`src/rtl/hash_arbiter_if.sv`:
```
// ----------------------------------------------------------------------------
// hash_arbiter_if
// Purpose : bundles the handshake between the arbiter and the shared hash
//           core (start pulse, message-memory port and digest return).
// Signals : k_in_ready  - start pulse, arbiter -> core
//           k_mem_addr  - message-memory address, core -> arbiter
//           k_mem_din   - message-memory data, arbiter -> core
//           k_out       - 512-bit digest, core -> arbiter
//           k_out_ready - digest-valid flag, core -> arbiter
// Modports: master = arbiter side, slave = hash core side.
// ----------------------------------------------------------------------------
interface hash_arbiter_if #(
   parameter int AW    = 4,
   parameter int WIDTH = 80
);
   logic             k_in_ready;
   logic [AW-1:0]    k_mem_addr;
   logic [WIDTH-1:0] k_mem_din;
   logic [511:0]     k_out;
   logic             k_out_ready;

   modport master (
      output k_in_ready,
      output k_mem_din,
      input  k_mem_addr,
      input  k_out,
      input  k_out_ready
   );

   modport slave (
      input  k_in_ready,
      input  k_mem_din,
      output k_mem_addr,
      output k_out,
      output k_out_ready
   );
endinterface

```
`src/rtl/hash_arbiter.sv`:
```
// ----------------------------------------------------------------------------
// hash_arbiter
// Purpose : shares one hash core between two requesters. Requests are served
//           round-robin (requester 0 first after reset); the winner's message
//           memory is routed to the core, the core is started with a one-cycle
//           pulse, and the returned digest is registered before a one-cycle
//           done pulse is sent to the winner.
// Ports   : clk, rst_b         - clock, asynchronous active-low reset
//           req0, req1         - request levels
//           mem_din0, mem_din1 - message-memory read data per requester
//           mem_addr           - address broadcast to both memories
//           done0, done1       - completion pulses
//           digest             - digest of the most recent completed job
//           gnt                - current / last granted requester
//           busy               - high whenever the FSM is not idle
//           err                - one-cycle timeout pulse (with done)
//           core               - hash core handshake (hash_arbiter_if.master)
// Config  : define HASH_ARB_TIMEOUT_EN to enable the WAIT watchdog, which ends
//           a job after TIMEOUT cycles without k_out_ready. Without it, err
//           is tied low and the arbiter waits indefinitely for the core.
// ----------------------------------------------------------------------------
module hash_arbiter #(
   parameter int AW      = 4,
   parameter int WIDTH   = 80,
   parameter int TIMEOUT = 4096
) (
   input  logic             clk,
   input  logic             rst_b,
   input  logic             req0,
   input  logic             req1,
   input  logic [WIDTH-1:0] mem_din0,
   input  logic [WIDTH-1:0] mem_din1,
   output logic [AW-1:0]    mem_addr,
   output logic             done0,
   output logic             done1,
   output logic [511:0]     digest,
   output logic             gnt,
   output logic             busy,
   output logic             err,
   hash_arbiter_if.master   core
);

   typedef enum logic [1:0] {
      IDLE,
      START,
      WAIT,
      DONE
   } state_t;

   state_t       r_state;
   state_t       w_nextState;
   logic         r_gnt;
   logic         r_last;
   logic [511:0] r_digest;
   logic         w_grantNext;
   logic         w_timeoutHit;
   logic         w_timedOut;

   // The memory port is a pure pass-through: the core's address goes to both
   // memories and only the granted requester's data is returned to the core.
   assign mem_addr       = core.k_mem_addr;
   assign core.k_mem_din = r_gnt ? mem_din1 : mem_din0;
   assign digest         = r_digest;
   assign gnt            = r_gnt;

`ifdef HASH_ARB_TIMEOUT_EN
   localparam int CW = $clog2(TIMEOUT + 1);

   logic [CW-1:0] r_waitCount;
   logic          r_timedOut;

   assign w_timeoutHit = (r_waitCount == CW'(TIMEOUT - 1));
   assign w_timedOut   = r_timedOut;

   // Watchdog: counts cycles spent in WAIT without a digest. On the last
   // permitted cycle the FSM is pushed to DONE and r_timedOut is set so err
   // rises together with the done pulse. A digest arriving on that same cycle
   // still wins and the job completes normally.
   always_ff @(posedge clk or negedge rst_b) begin
      if (!rst_b) begin
         r_waitCount <= '0;
         r_timedOut  <= 1'b0;
      end else begin
         r_timedOut <= (r_state == WAIT) && !core.k_out_ready && w_timeoutHit;
         if ((r_state == WAIT) && !core.k_out_ready && !w_timeoutHit) begin
            r_waitCount <= r_waitCount + CW'(1);
         end else begin
            r_waitCount <= '0;
         end
      end
   end
`else
   logic w_unusedTimeout;

   assign w_unusedTimeout = ^TIMEOUT;
   assign w_timeoutHit    = 1'b0;
   assign w_timedOut      = 1'b0;
`endif

   // State register. Reset drops straight back to IDLE even mid-job, which
   // also clears every state-decoded output without waiting for a clock.
   always_ff @(posedge clk or negedge rst_b) begin
      if (!rst_b) begin
         r_state <= IDLE;
      end else begin
         r_state <= w_nextState;
      end
   end

   // Next-state and output decode. Requests are only looked at in IDLE, so
   // a requester dropping its line mid-job cannot disturb the job. When both
   // request, the one not served last wins; r_last resets to 1 so that
   // requester 0 is served first.
   always_comb begin
      w_nextState     = r_state;
      w_grantNext     = r_gnt;
      core.k_in_ready = 1'b0;
      done0           = 1'b0;
      done1           = 1'b0;
      err             = 1'b0;
      busy            = (r_state != IDLE);
      case (r_state)
         IDLE: begin
            if (req0 || req1) begin
               w_nextState = START;
               if (req0 && req1) begin
                  w_grantNext = ~r_last;
               end else begin
                  w_grantNext = req1;
               end
            end
         end
         START: begin
            core.k_in_ready = 1'b1;
            w_nextState     = WAIT;
         end
         WAIT: begin
            if (core.k_out_ready || w_timeoutHit) begin
               w_nextState = DONE;
            end
         end
         DONE: begin
            done0       = ~r_gnt;
            done1       = r_gnt;
            err         = w_timedOut;
            w_nextState = IDLE;
         end
         default: begin
            w_nextState = IDLE;
         end
      endcase
   end

   // Job bookkeeping: the grant is captured when leaving IDLE and held until
   // the next grant, the digest is captured only from a WAIT-state
   // k_out_ready, and the served requester is remembered when the job ends.
   always_ff @(posedge clk or negedge rst_b) begin
      if (!rst_b) begin
         r_gnt    <= 1'b0;
         r_last   <= 1'b1;
         r_digest <= '0;
      end else begin
         r_gnt <= w_grantNext;
         if ((r_state == WAIT) && core.k_out_ready) begin
            r_digest <= core.k_out;
         end
         if (r_state == DONE) begin
            r_last <= r_gnt;
         end
      end
   end

endmodule

```
`src/flat_wrapper.sv`:
```
// flat-port wrapper written by rule: the top's interface ports become plain ports
module hash_arbiter_flat 
#(
   parameter int AW      = 4,
   parameter int WIDTH   = 80,
   parameter int TIMEOUT = 4096
)
  (clk, rst_b, req0, req1, mem_din0, mem_din1, mem_addr, done0, done1, digest, gnt, busy, err, core_k_in_ready, core_k_mem_din, core_k_mem_addr, core_k_out, core_k_out_ready);
  hash_arbiter_if #(.AW(AW), .WIDTH(WIDTH)) core_i ();
  input  logic clk;
  input  logic rst_b;
  input  logic req0;
  input  logic req1;
  input  logic [WIDTH-1:0] mem_din0;
  input  logic [WIDTH-1:0] mem_din1;
  output logic [AW-1:0] mem_addr;
  output logic done0;
  output logic done1;
  output logic [511:0] digest;
  output logic gnt;
  output logic busy;
  output logic err;
  output wire logic [$bits(core_i.k_in_ready)-1:0] core_k_in_ready;
  output wire logic [$bits(core_i.k_mem_din)-1:0] core_k_mem_din;
  input wire logic [$bits(core_i.k_mem_addr)-1:0] core_k_mem_addr;
  input wire logic [$bits(core_i.k_out)-1:0] core_k_out;
  input wire logic [$bits(core_i.k_out_ready)-1:0] core_k_out_ready;
  assign core_k_in_ready = core_i.k_in_ready;
  assign core_k_mem_din = core_i.k_mem_din;
  assign core_i.k_mem_addr = core_k_mem_addr;
  assign core_i.k_out = core_k_out;
  assign core_i.k_out_ready = core_k_out_ready;
  hash_arbiter #(.AW(AW), .WIDTH(WIDTH), .TIMEOUT(TIMEOUT)) u_core (.clk(clk), .rst_b(rst_b), .req0(req0), .req1(req1), .mem_din0(mem_din0), .mem_din1(mem_din1), .mem_addr(mem_addr), .done0(done0), .done1(done1), .digest(digest), .gnt(gnt), .busy(busy), .err(err), .core(core_i));
endmodule
```
`config.mk`:
```
export PLATFORM = sky130hd
export DESIGN_NAME = hash_arbiter_flat
export DESIGN_NICKNAME = d
export VERILOG_FILES = /design/src/rtl/hash_arbiter_if.sv /design/src/rtl/hash_arbiter.sv /design/src/flat_wrapper.sv
export SDC_FILE = /design/constraint.sdc
export NUM_CORES = 1
export LEC_CHECK = 0
export ABC_AREA = 1
export CAP_MARGIN = 20
export CORE_AREA = 2 2 503 505
export DETAILED_ROUTE_END_ITERATION = 16
export DIE_AREA = 0 0 505 507
export PLACE_DENSITY = 0.36
export SLEW_MARGIN = 20
export SYNTH_ARGS = -nofsm -noshare
export SYNTH_HDL_FRONTEND = slang
export SYNTH_SLANG_ARGS = --single-unit
```
`constraint.sdc`:
```
create_clock -name clk -period 1.3 [get_ports clk]
set_input_delay 0.195 -clock clk [delete_from_list [all_inputs] [get_ports clk]]
set_output_delay 0.195 -clock clk [all_outputs]
set_load 0.1 [all_outputs]
```
==> results by group, run 1 <==
Clock tree
  – Max Root-Sink Buffers: 3
  – CTS Root Cell: clkbuf_16
  – Clk_lat worst skew: 0.74 ns
  – H-tree lvl count: 3
  – CTS tree: yes
  – Clock-pin slew on the worst setup and hold paths: about 0.06 ns
  – Number of buffers created by CTS: 75
  – Clock sink count: 516

Drt
  – DR WL met2: between 80 and 90 mm
  – Met3 Wirelength: 22.55 mm
  – Post-route DRC: 0
  – Vias per inst: approximately 3.3
  – Detailed Routing Iterations Pass 1: 5
  – Per-cell routed wire length: 24.44 um
  – Final WL: 185.4 mm
  – M1 wire length: between 70 and 80 mm
  – DRT iter0 DRCs: between 1000 and 1500
  – Vias: 24680
  – Antenna-violating nets left: 0
  – Uppermost routed layer: met5

Timing
  – Fin worst setup slack: -0.9273 ns
  – Final clock skew: 0.03515 ns
  – Slew Limit Fails: 0
  – Fmax: about 450 MHz
  – Final Hold Vio Count: 0
  – Fin crit share: 1.713
  – RSZ-0062 raised after global routing: true
  – Fin crit period: 2.227 ns
  – Final setup viols: approximately 1100

Placed design
  – Port Buffer Count: between 1000 and 1500
  – Placed cell area: 0.04561 mm2
  – Post-place setup slack: -0.3618 ns
  – Placer congestion estimate: 0.9553
  – Post-DP HPWL: between 100 and 150 mm

Die
  – Core area: 0.2505 mm2
  – Die Ht: 507 um
  – Die W: 505 um
  – # IOs: 1283
  – Starting Density: 0.08588
  – Die area: 0.2560 mm2
  – Row cnt: around 180

Setup path
  – Setup slack, reg-to-reg: -0.46 ns
  – Endpoint class of the critical path: output pin
  – Reg2Reg Launch Point: u_core.r_state[0]$_DFFE_PN0P_
  – CP required: roughly 1.1 ns
  – Crit start category: flip-flop
  – R2r endpoint: u_core.digest[222]$_DFFE_PN0P_
  – Maximum fanout along the worst path: 21
  – Crit Path Class: reg -> out
  – Cell count of the worst reg-to-reg path: 10
  – Worst EP arrival: about 2.0 ns

Outcome
  – Failing checks: setup timing
  – Status: complete, but fails checks

Layout
  – Fin nets: 4855
  – Fillers: 27130
  – Final Instance Area: 0.05559 mm2
  – Fraction of layout instances using a drive strength above 1: 0.3440
  – Area Growth Syn to Fin: 158.4%

Flow run
  – Max cap viols: 0

GRT
  – Initial antenna violation count: 42
  – Grt ovf: 0
  – Largest net degree at the start of global routing: 47
  – Vias in the first global route: about 26000
  – First-pass GRT wire length: 240.5 mm
  – Overall routing resource usage: 0.1373

Synthesis
  – Seq cells post-synth: ~520
  – Cell taking the most area after synthesis: dfrtp_1
  – Post-Syn Instances: 2348
  – Synth top area cells: dfrtp_1 60%, nand2_1 18%, nand3_1 12%
  – Yosys warns: 0
  – Syn nets: 3034
  – Sequential element share of the synthesized area: 0.6003
  – Synthesized area per cell: around 9 um2
  – Top-area cell type share of the netlist area: 0.5991
  – Cell area after synthesis: 0.02151 mm2
  – Synth unique cells: 16

Hold path
  – Hold wc startpoint: core_k_out[351]
  – Worst hold path class: in -> reg
  – Worst hold endpoint: u_core.digest[351]$_DFFE_PN0P_
  – Hold Path Cell Cnt: 3
through the flow:
step,utilization,instances,hold WS (ns),TNS (ns)
6_report,0.2219,7587,0.08824,-358.06
3_3_place_gp,0.1821,6974,0.3907,-139.21
2_1_floorplan,-,2348,-0.1006,-33.63
3_5_place_dp,0.1821,6974,0.3907,-127.56
5_1_grt,0.2219,7582,0.05434,-439.30
4_1_cts,0.2129,7540,0.0003443,-583.77
cell families (layout without fill, tap and decap cells):
group,count (synthesis),after routing,synth area share
adder cells (fa/ha/maj),5,5,0.002908
AO/OA/AOI/OAI,1,1,0.0002324
multiplexers,80,80,0.04188
AND/OR/NAND/NOR,1555,1555,0.3015
buffers and inverters,190,2069,0.05293
other,1,13,0.0001743
flip-flops,516,516,0.6003
cells in the final DEF (no fill, tap or decap), drive strengths merged:
cell type,synthesis,final
nor2,2,2
buf,174,879
clkbuf,10,132
clkinvlp,0,3
clkdlybuf4s50,0,674
ha,5,5
dfrtp,515,515
clkinv,0,13
conb,1,1
bufbuf,0,1
nand3,515,515
nand2,1037,1037
dlygate4sd3,0,350
mux2,80,80
or2,1,1
diode,0,12
o21ai,1,1
inv,6,10
bufinv,0,7
dfstp,1,1
area by class of cell:
class	count	area, um2	share of cell area
Inverter	6	35.03	0.0006302
Tap cell	3348	4189	0.07536
Sequential cell	516	12960	0.2332
Clock buffer	108	2121	0.03815
Timing Repair Buffer	1928	26590	0.4784
Clock inverter	27	462.9	0.008328
Antenna cell	12	30.03	0.0005402
Multi-Input combinational cell	1642	9193	0.1654
cells in the mapped netlist:
| cell type | number |
|---|---|
| or2_2 | 1 |
| nand2_1 | 1036 |
| conb_1 | 1 |
| dfstp_2 | 1 |
| buf_4 | 28 |
| mux2_2 | 80 |
| o21ai_0 | 1 |
| dfrtp_1 | 515 |
| inv_1 | 6 |
| buf_2 | 124 |
| buf_6 | 22 |
| nand3_1 | 515 |
| clkbuf_1 | 10 |
| nor2_1 | 2 |
| ha_1 | 5 |
| nand2_2 | 1 |
worst max path at each step:
stage,slack [ns],depth (start not counted),to,start
2_1_floorplan,-0.44,3,core_k_mem_din[0],u_core.gnt$_DFFE_PN0P_
3_3_place_gp,-0.38,7,u_core.digest[283]$_DFFE_PN0P_,u_core.r_state[0]$_DFFE_PN0P_
3_5_place_dp,-0.36,7,u_core.digest[283]$_DFFE_PN0P_,u_core.r_state[0]$_DFFE_PN0P_
4_1_cts,-1.05,3,core_k_mem_din[47],u_core.gnt$_DFFE_PN0P_
5_1_grt,-1.01,3,core_k_mem_din[74],u_core.gnt$_DFFE_PN0P_
6_report,-0.93,3,core_k_mem_din[74],u_core.gnt$_DFFE_PN0P_
sequential cells by signal, indices dropped and copies added (netlist names):
register        cells
u_core.digest     512
u_core.r_state      2
u_core.gnt          1
u_core.r_last       1
repair_timing:
action | CTS | global route
endpoints found under the setup margin | 1111 | 1112
setup buffers | 60 | 14
gates resized for setup | 149 | 469
hold buffers | 350 | 0
hold endpoints to repair | 833 | 0
pin swaps | 6 | 48
cloned | 21 | 30
metal layers:
layer,track usage,vias to the layer above
met5,0,-
li1,-,11270
met3,0.07392,253
met2,0.2210,1124
met1,0.1524,12030
met4,0.05023,4
worst max-delay path, cell delays in order, from the launching register on:
cell and delay, ns:
dfrtp_4 0.54, buf_12 0.24, mux2_4 0.35, buf_12 0.17
Power of run 1 is left out: the tool's default activity adds up to more than one toggle a clock period on the data nets, which glitch-free logic cannot reach.
==> inputs of run 2 (changes only) <==
--- a/config.mk
+++ b/config.mk
@@ -8,8 +8,10 @@
 export ABC_AREA = 1
 export CAP_MARGIN = 20
 export CORE_AREA = 2 2 503 505
+export CTS_BUF_LIST = sky130_fd_sc_hd__clkbuf_16
 export DETAILED_ROUTE_END_ITERATION = 16
 export DIE_AREA = 0 0 505 507
+export GPL_TIMING_DRIVEN = 1
 export PLACE_DENSITY = 0.36
 export SLEW_MARGIN = 20
 export SYNTH_ARGS = -nofsm -noshare
==> run 2 against run 1 <==
Net effect: the run still ends with setup timing left; utilization down 0.10 points; flip-flop and latch count is the same; via count about the same; clock skew up 0.013 ns; global-route usage about the same; first-iteration DRC count rose by 5.4%; fmax is 0.35% lower; routed wire length about the same; sequential share of layout area is 0.11 points higher; worst setup slack got worse by 0.0079 ns.
==> results by group, run 2 (same netlist as run 1, synthesis figures left out) <==
Outcome
  – Status: complete, but fails checks
  – Failing checks: setup timing

Setup path
  – CP required: 1.11 ns (about the same)
  – Crit start category: flip-flop
  – Endpoint class of the critical path: output pin
  – Crit Path Class: reg -> out
  – Worst EP arrival: 2.04 ns (about the same)
  – Maximum fanout along the worst path: 21 (unchanged)

Timing
  – Fin crit share: 1.719 (+0.006095)
  – Final setup viols: 1111 (-0.090%)
  – Slew Limit Fails: 0 (unchanged)
  – Final clock skew: 0.04820 ns (+0.01305 ns)
  – Worst slew pin tran: 0.5360 ns
  – Sum of negative setup slack: -358.93 ns (-0.8650 ns)
  – RSZ-0062 raised after global routing: true
  – Final Hold Vio Count: 0 (unchanged)
  – Fin worst setup slack: -0.9352 ns (-0.007924 ns)
  – Fmax: 447.4 MHz (-0.35%)
  – Fin crit period: 2.235 ns (+0.007924 ns)
  – Worst rel slew slack: 0.6427

GRT
  – M2 GR Usage: 0.2217 (+0.0006659)
  – First-pass GRT wire length: 240.1 mm (-0.18%)
  – Overall routing resource usage: 0.1370 (-0.0003474)
  – Largest net degree at the start of global routing: 47 (unchanged)
  – Met1 Track Usage GR: 0.1521 (-0.0002919)
  – Busiest grt layer: met2
  – Vias in the first global route: 26190 (-0.11%)
  – Initial antenna violation count: 40 (-4.8%)
  – Met3 global-route usage: 0.07392 (unchanged)
  – Grt ovf: 0 (unchanged)

Hold path
  – Worst hold path class: in -> reg

Drt
  – Vias per inst: 3.257 (+0.11%)
  – Antenna-violating nets left: 0 (unchanged)
  – Detailed Routing Iterations Pass 1: 6 (+1)
  – Vias: 24700 (+0.045%)
  – Final WL: 185.3 mm (about the same)
  – Per-cell routed wire length: 24.44 um (about the same)
  – DRT iter0 DRCs: 1334 (+5.4%)
  – Post-route DRC: 0 (unchanged)

Layout
  – FF/Latch Area: 0.01296 mm2 (unchanged)
  – Fillers: 27120 (-0.048%)
  – Footprint of the multi-input gates: 0.009133 mm2 (-0.65%)
  – Largest register FFs: 512 (unchanged)
  – Fin util: 0.2209 (-0.001019)
  – Commonest cells after routing, fill and taps aside: 822 x nand2_1, 674 x clkdlybuf4s50_1, 663 x buf_12
  – Final Instance Area: 0.05533 mm2 (-0.46%)
  – Most common cell after layout, fill and taps aside: nand2_1
  – Area Growth Syn to Fin: 157.2%
  – Fin nets: 4852 (-0.062%)
  – Fraction of layout instances using a drive strength above 1: 0.3329 (-0.01112)

Placed design
  – Placer congestion estimate: 0.9553 (unchanged)
  – Post-DP HPWL: 148.8 mm (unchanged)
  – Placed cell area: 0.04561 mm2 (unchanged)
  – Port Buffer Count: 1273 (unchanged)

Clock tree
  – CTS Root Cell: clkbuf_16
  – Clock sink count: 516 (unchanged)
  – Max Root-Sink Buffers: 3 (unchanged)
  – H-tree lvl count: 3 (unchanged)
  – Clk_lat worst skew: 0.75 ns (about the same)
  – CTS tree: yes
  – Clock-pin slew on the worst setup and hold paths: 0.06 ns (about the same)
  – Number of buffers created by CTS: 75 (unchanged)

Die
  – Starting Density: 0.08588 (unchanged)
  – Die W: 505 um (unchanged)
  – Core area: 0.2505 mm2 (unchanged)
  – Die area: 0.2560 mm2 (unchanged)
  – Die Ht: 507 um (unchanged)
  – # IOs: 1283 (unchanged)
  – Row cnt: 184 (unchanged)

Flow run
  – Max cap viols: 0 (unchanged)
run 2: cell types whose count changed in the layout (fill, tap and decap cells not counted), moves of 19 or more:
cell      delta
clkbuf_1    -21
inv_1       +21
nand2_2     -37
nand3_1     -22
nand2_1     +56
nand2_4     -19
run 2: what timing repair did:
item,4_1_cts,5_1_grt
pin swaps,11,61
endpoints found under the setup margin,1111,1112
buffers inserted,55,19
gates cloned,18,33
resized for setup,155,405
endpoints found under the hold margin,831,0
hold buffers,349,0
run 2: stage by stage:
stage               std cells  hold slack, ns  setup slack (ns)
finish                   7582         0.08621           -0.9352
floorplan                2348         -0.1006           -0.4450
detailed placement       6974          0.3907           -0.3618
global placement         6974          0.3907           -0.3841
global route             7577         0.04220            -1.010
CTS                      7531       0.0001560            -1.049
run 2: worst max-delay path, cell delays in order (launching register included):
cell,delay (ns)
dfrtp_4,0.54
buf_12,0.24
mux2_4,0.36
buf_12,0.17
run 2: per-layer routing:
layer	wire [um]	vias to the layer above
met5	13	-
met2	85490	1142
met1	70870	12070
met3	23010	220
met4	5894	2
li1	-	11270
run 2: path summary, 6_finish.rpt:
| path | from | end | slack (ns) | cells after the start |
|---|---|---|---|---|
| max in group asynchronous | rst_b | u_core.r_last$_DFFE_PN1N_ | 0.32 | 4 |
| hold / removal | core_k_out[351] | u_core.digest[351]$_DFFE_PN0P_ | 0.09 | 3 |
| setup reg to reg | u_core.r_state[1]$_DFFE_PN0P_ | u_core.digest[446]$_DFFE_PN0P_ | -0.43 | 10 |
| setup / recovery | u_core.gnt$_DFFE_PN0P_ | core_k_mem_din[74] | -0.94 | 3 |
| min in group asynchronous | rst_b | u_core.digest[74]$_DFFE_PN0P_ | 0.29 | 3 |
| hold reg to reg | u_core.r_last$_DFFE_PN1N_ | u_core.r_last$_DFFE_PN1N_ | 0.47 | 2 |
run 2: area by class of cell:
type / instances / share of cell area
repair buffers: 1924 / 0.4793
multi-input cells: 1643 / 0.1650
clock buffers: 75 / 0.03392
clock inverters: 60 / 0.01061
well taps: 3348 / 0.07571
diodes: 10 / 0.0004523
flip-flops and latches: 516 / 0.2343
inverters: 6 / 0.0006332
Power of run 2 is left out for the same reason.
==> inputs of run 3 (changes only) <==
==> constraint.sdc (replaced) <==
create_clock -name clk -period 1.3 [get_ports clk]
set_input_delay 0.195 -clock clk [delete_from_list [all_inputs] [get_ports clk]]
set_output_delay 0.195 -clock clk [all_outputs]
set_load 0.02 [all_outputs]
==> run 3 against run 2 <==
Net effect: first-iteration DRC count decreased by 15%; sequential share of layout area increased by 1.7 points; critical path depth increased by 2; fmax decreased by 5.0%; clock skew decreased by 0.017 ns; the flow still finishes with violations (setup timing); die area unchanged.
==> results by group, run 3 (same netlist as run 1, synthesis figures left out) <==
Outcome
  – Status: complete, but fails checks
  – Failing checks: setup timing

Timing
  – Final Hold Vio Count: 0 (unchanged)
  – Fin worst setup slack: -1.053 ns (-0.1177 ns)
  – Final clock skew: 0.03085 ns (-0.01735 ns)
  – Worst slew pin tran: 0.5884 ns (+0.05243 ns)
  – RSZ-0062 raised after global routing: true
  – Fin crit share: 1.810 (+0.09054)
  – Fmax: 425.0 MHz (-5.0%)
  – Sum of negative setup slack: -415.35 ns (-56.42 ns)
  – Fin Hold WS: 0.07583 ns (-0.01038 ns)
  – Worst rel slew slack: 0.6065 (-0.03618)
  – Final setup viols: 1111 (unchanged)
  – Fin crit period: 2.353 ns (+0.1177 ns)
  – Slew Limit Fails: 0 (unchanged)

Clock tree
  – Clock-pin slew on the worst setup and hold paths: 0.06 ns (about the same)
  – Clock sink count: 516 (unchanged)
  – Clk_lat worst skew: 0.70 ns (-0.05 ns)
  – Max Root-Sink Buffers: 3 (unchanged)
  – CTS tree: yes
  – H-tree lvl count: 3 (unchanged)
  – Number of buffers created by CTS: 73 (-2.7%)
  – CTS Root Cell: clkbuf_16

Layout
  – Area Growth Syn to Fin: 139.8%
  – Fin nets: 4753 (-2.0%)
  – Fraction of layout instances using a drive strength above 1: 0.3816 (+0.04873)
  – Commonest cells after routing, fill and taps aside: 674 x nand2_1, 674 x clkdlybuf4s50_1, 495 x dfrtp_1
  – Largest register FFs: 512 (unchanged)
  – Fillers: 27470 (+1.3%)

Hold path
  – Worst hold path class: in -> reg

Setup path
  – Crit start category: flip-flop
  – CP required: 1.11 ns (about the same)
  – Crit Path Class: reg -> out
  – Cell Chain, Critical Path: buf_12 -> buf_16 -> buf_16 -> mux2_4 -> buf_6
  – Worst path max stage delay: 0.48 ns (-0.06 ns)
  – Worst path top cell family by delay: buffers and inverters
  – CP bufs+invs: 4 (+2)
  – Maximum fanout along the worst path: 6 (-71%)
  – Most used cell, CP: buf_16
  – Worst EP arrival: 2.16 ns (+0.12 ns)
  – Endpoint class of the critical path: output pin
  – Crit-path slowest cell: dfrtp_4

Drt
  – Post-route DRC: 0 (unchanged)
  – Vias per inst: 3.303 (+1.4%)
  – DRT iter0 DRCs: 1139 (-15%)
  – Detailed Routing Iterations Pass 1: 6 (unchanged)
  – Antenna-violating nets left: 0 (unchanged)
  – Per-cell routed wire length: 27.35 um (+12%)
  – Vias: 24700 (unchanged)
  – Final WL: 204.5 mm (+10%)

Die
  – # IOs: 1283 (unchanged)
  – Die Ht: 507 um (unchanged)
  – Core area: 0.2505 mm2 (unchanged)
  – Die area: 0.2560 mm2 (unchanged)
  – Die W: 505 um (unchanged)
  – Starting Density: 0.08588 (unchanged)
  – Row cnt: 184 (unchanged)

Flow run
  – Max cap viols: 0 (unchanged)

GRT
  – Initial antenna violation count: 81 (+100%)
  – First-pass GRT wire length: 251.1 mm (+4.6%)
  – Vias in the first global route: 24990 (-4.6%)
  – Grt ovf: 0 (unchanged)
  – Largest net degree at the start of global routing: 68 (+45%)
  – Overall routing resource usage: 0.1463 (+0.009339)

Placed design
  – Placer congestion estimate: 0.9620 (+0.70%)
  – Post-DP HPWL: 156.9 mm (+5.5%)
  – Port Buffer Count: 1273 (unchanged)

Power
  – Pwr per Cell Area: 2490 mW/mm2
  – Leakage Power: between 0.02 and 0.025 uW
  – VDD IR-drop max: 1194 uV
-- run 3: cell types whose count changed in the layout (fill, tap and decap cells not counted), moves of 19 or more --
cell	before	now
buf_12	663	280
buf_6	15	395
dlygate4sd3_1	349	181
nand2_1	822	674
nand2_2	130	238
nand2_4	84	124
clkbuf_16	101	123
nand3_1	458	480
buf_4	153	173
dfrtp_1	476	495
dfrtp_2	38	19
-- run 3: final timing paths --
| kind | startpoint | to | slack (ns) | cells after the start |
|---|---|---|---|---|
| setup / recovery | u_core.gnt$_DFFE_PN0P_ | core_k_mem_din[15] | -1.05 | 5 |
| hold / removal | core_k_out[443] | u_core.digest[443]$_DFFE_PN0P_ | 0.08 | 3 |
| setup reg to reg | u_core.r_state[0]$_DFFE_PN0P_ | u_core.digest[260]$_DFFE_PN0P_ | -0.61 | 9 |
| hold reg to reg | u_core.digest[294]$_DFFE_PN0P_ | u_core.digest[294]$_DFFE_PN0P_ | 0.47 | 2 |
| max in group asynchronous | rst_b | u_core.digest[285]$_DFFE_PN0P_ | 0.15 | 3 |
| min in group asynchronous | rst_b | u_core.digest[150]$_DFFE_PN0P_ | 0.22 | 3 |
-- run 3: worst min-delay path: stages --
cell             delay [ns]
clkdlybuf4s50_1        0.41
nand3_1                0.08
nand2_1                0.05
-- run 3: power breakdown --
group	switching (uW)	internal, uW
combinational	37600	39200
sequential	8800	23600
clock	8650	10600
-- run 3: cell type report --
type                            count  area [um2]  share of cell area
Antenna cell                       12       30.03           0.0005822
Clock buffer                       73        1827             0.03542
Clock inverter                     52       340.3            0.006598
Inverter                            6       35.03           0.0006792
Multi-Input combinational cell   1644        9492              0.1840
Sequential cell                   516       12940              0.2509
Tap cell                         3348        4189             0.08121
Timing Repair Buffer             1826       22730              0.4406
-- run 3: routing by layer --
metal / global-route usage / up-vias / part of all wire
met1: 0.1781 / 12100 / 0.41
li1: - / 11100 / -
met3: 0.07534 / 273 / 0.11
met2: 0.2306 / 1209 / 0.45
met4: 0.02724 / 8 / 0.025
met5: 0 / - / 0.00025
-- run 3: per-stage QoR --
stage | setup WS, ns | util | power (uW) | cells | cell area [um2]
finish | -1.053 | 0.2059 | 128400 | 7477 | 51580
global route | -1.141 | 0.2058 | 135500 | 7469 | 51560
CTS | -1.166 | 0.1909 | 120500 | 7384 | 47810
detailed placement | -0.8493 | 0.1666 | 92360 | 6984 | 41740
global placement | -0.9002 | 0.1666 | 92580 | 6984 | 41740
floorplan | -0.02586 | - | 51180 | 2348 | 21820
-- run 3: repair_timing --
| item | CTS | global route |
|---|---|---|
| endpoints found under the hold margin | 695 | 0 |
| hold buffers | 181 | 0 |
| resized for setup | 2106 | 662 |
| cloned | 21 | 66 |
| endpoints found under the setup margin | 1111 | 1112 |
| pin swaps | 5 | 22 |
| setup buffers | 74 | 24 |
Power figures use the tool's default switching activity.
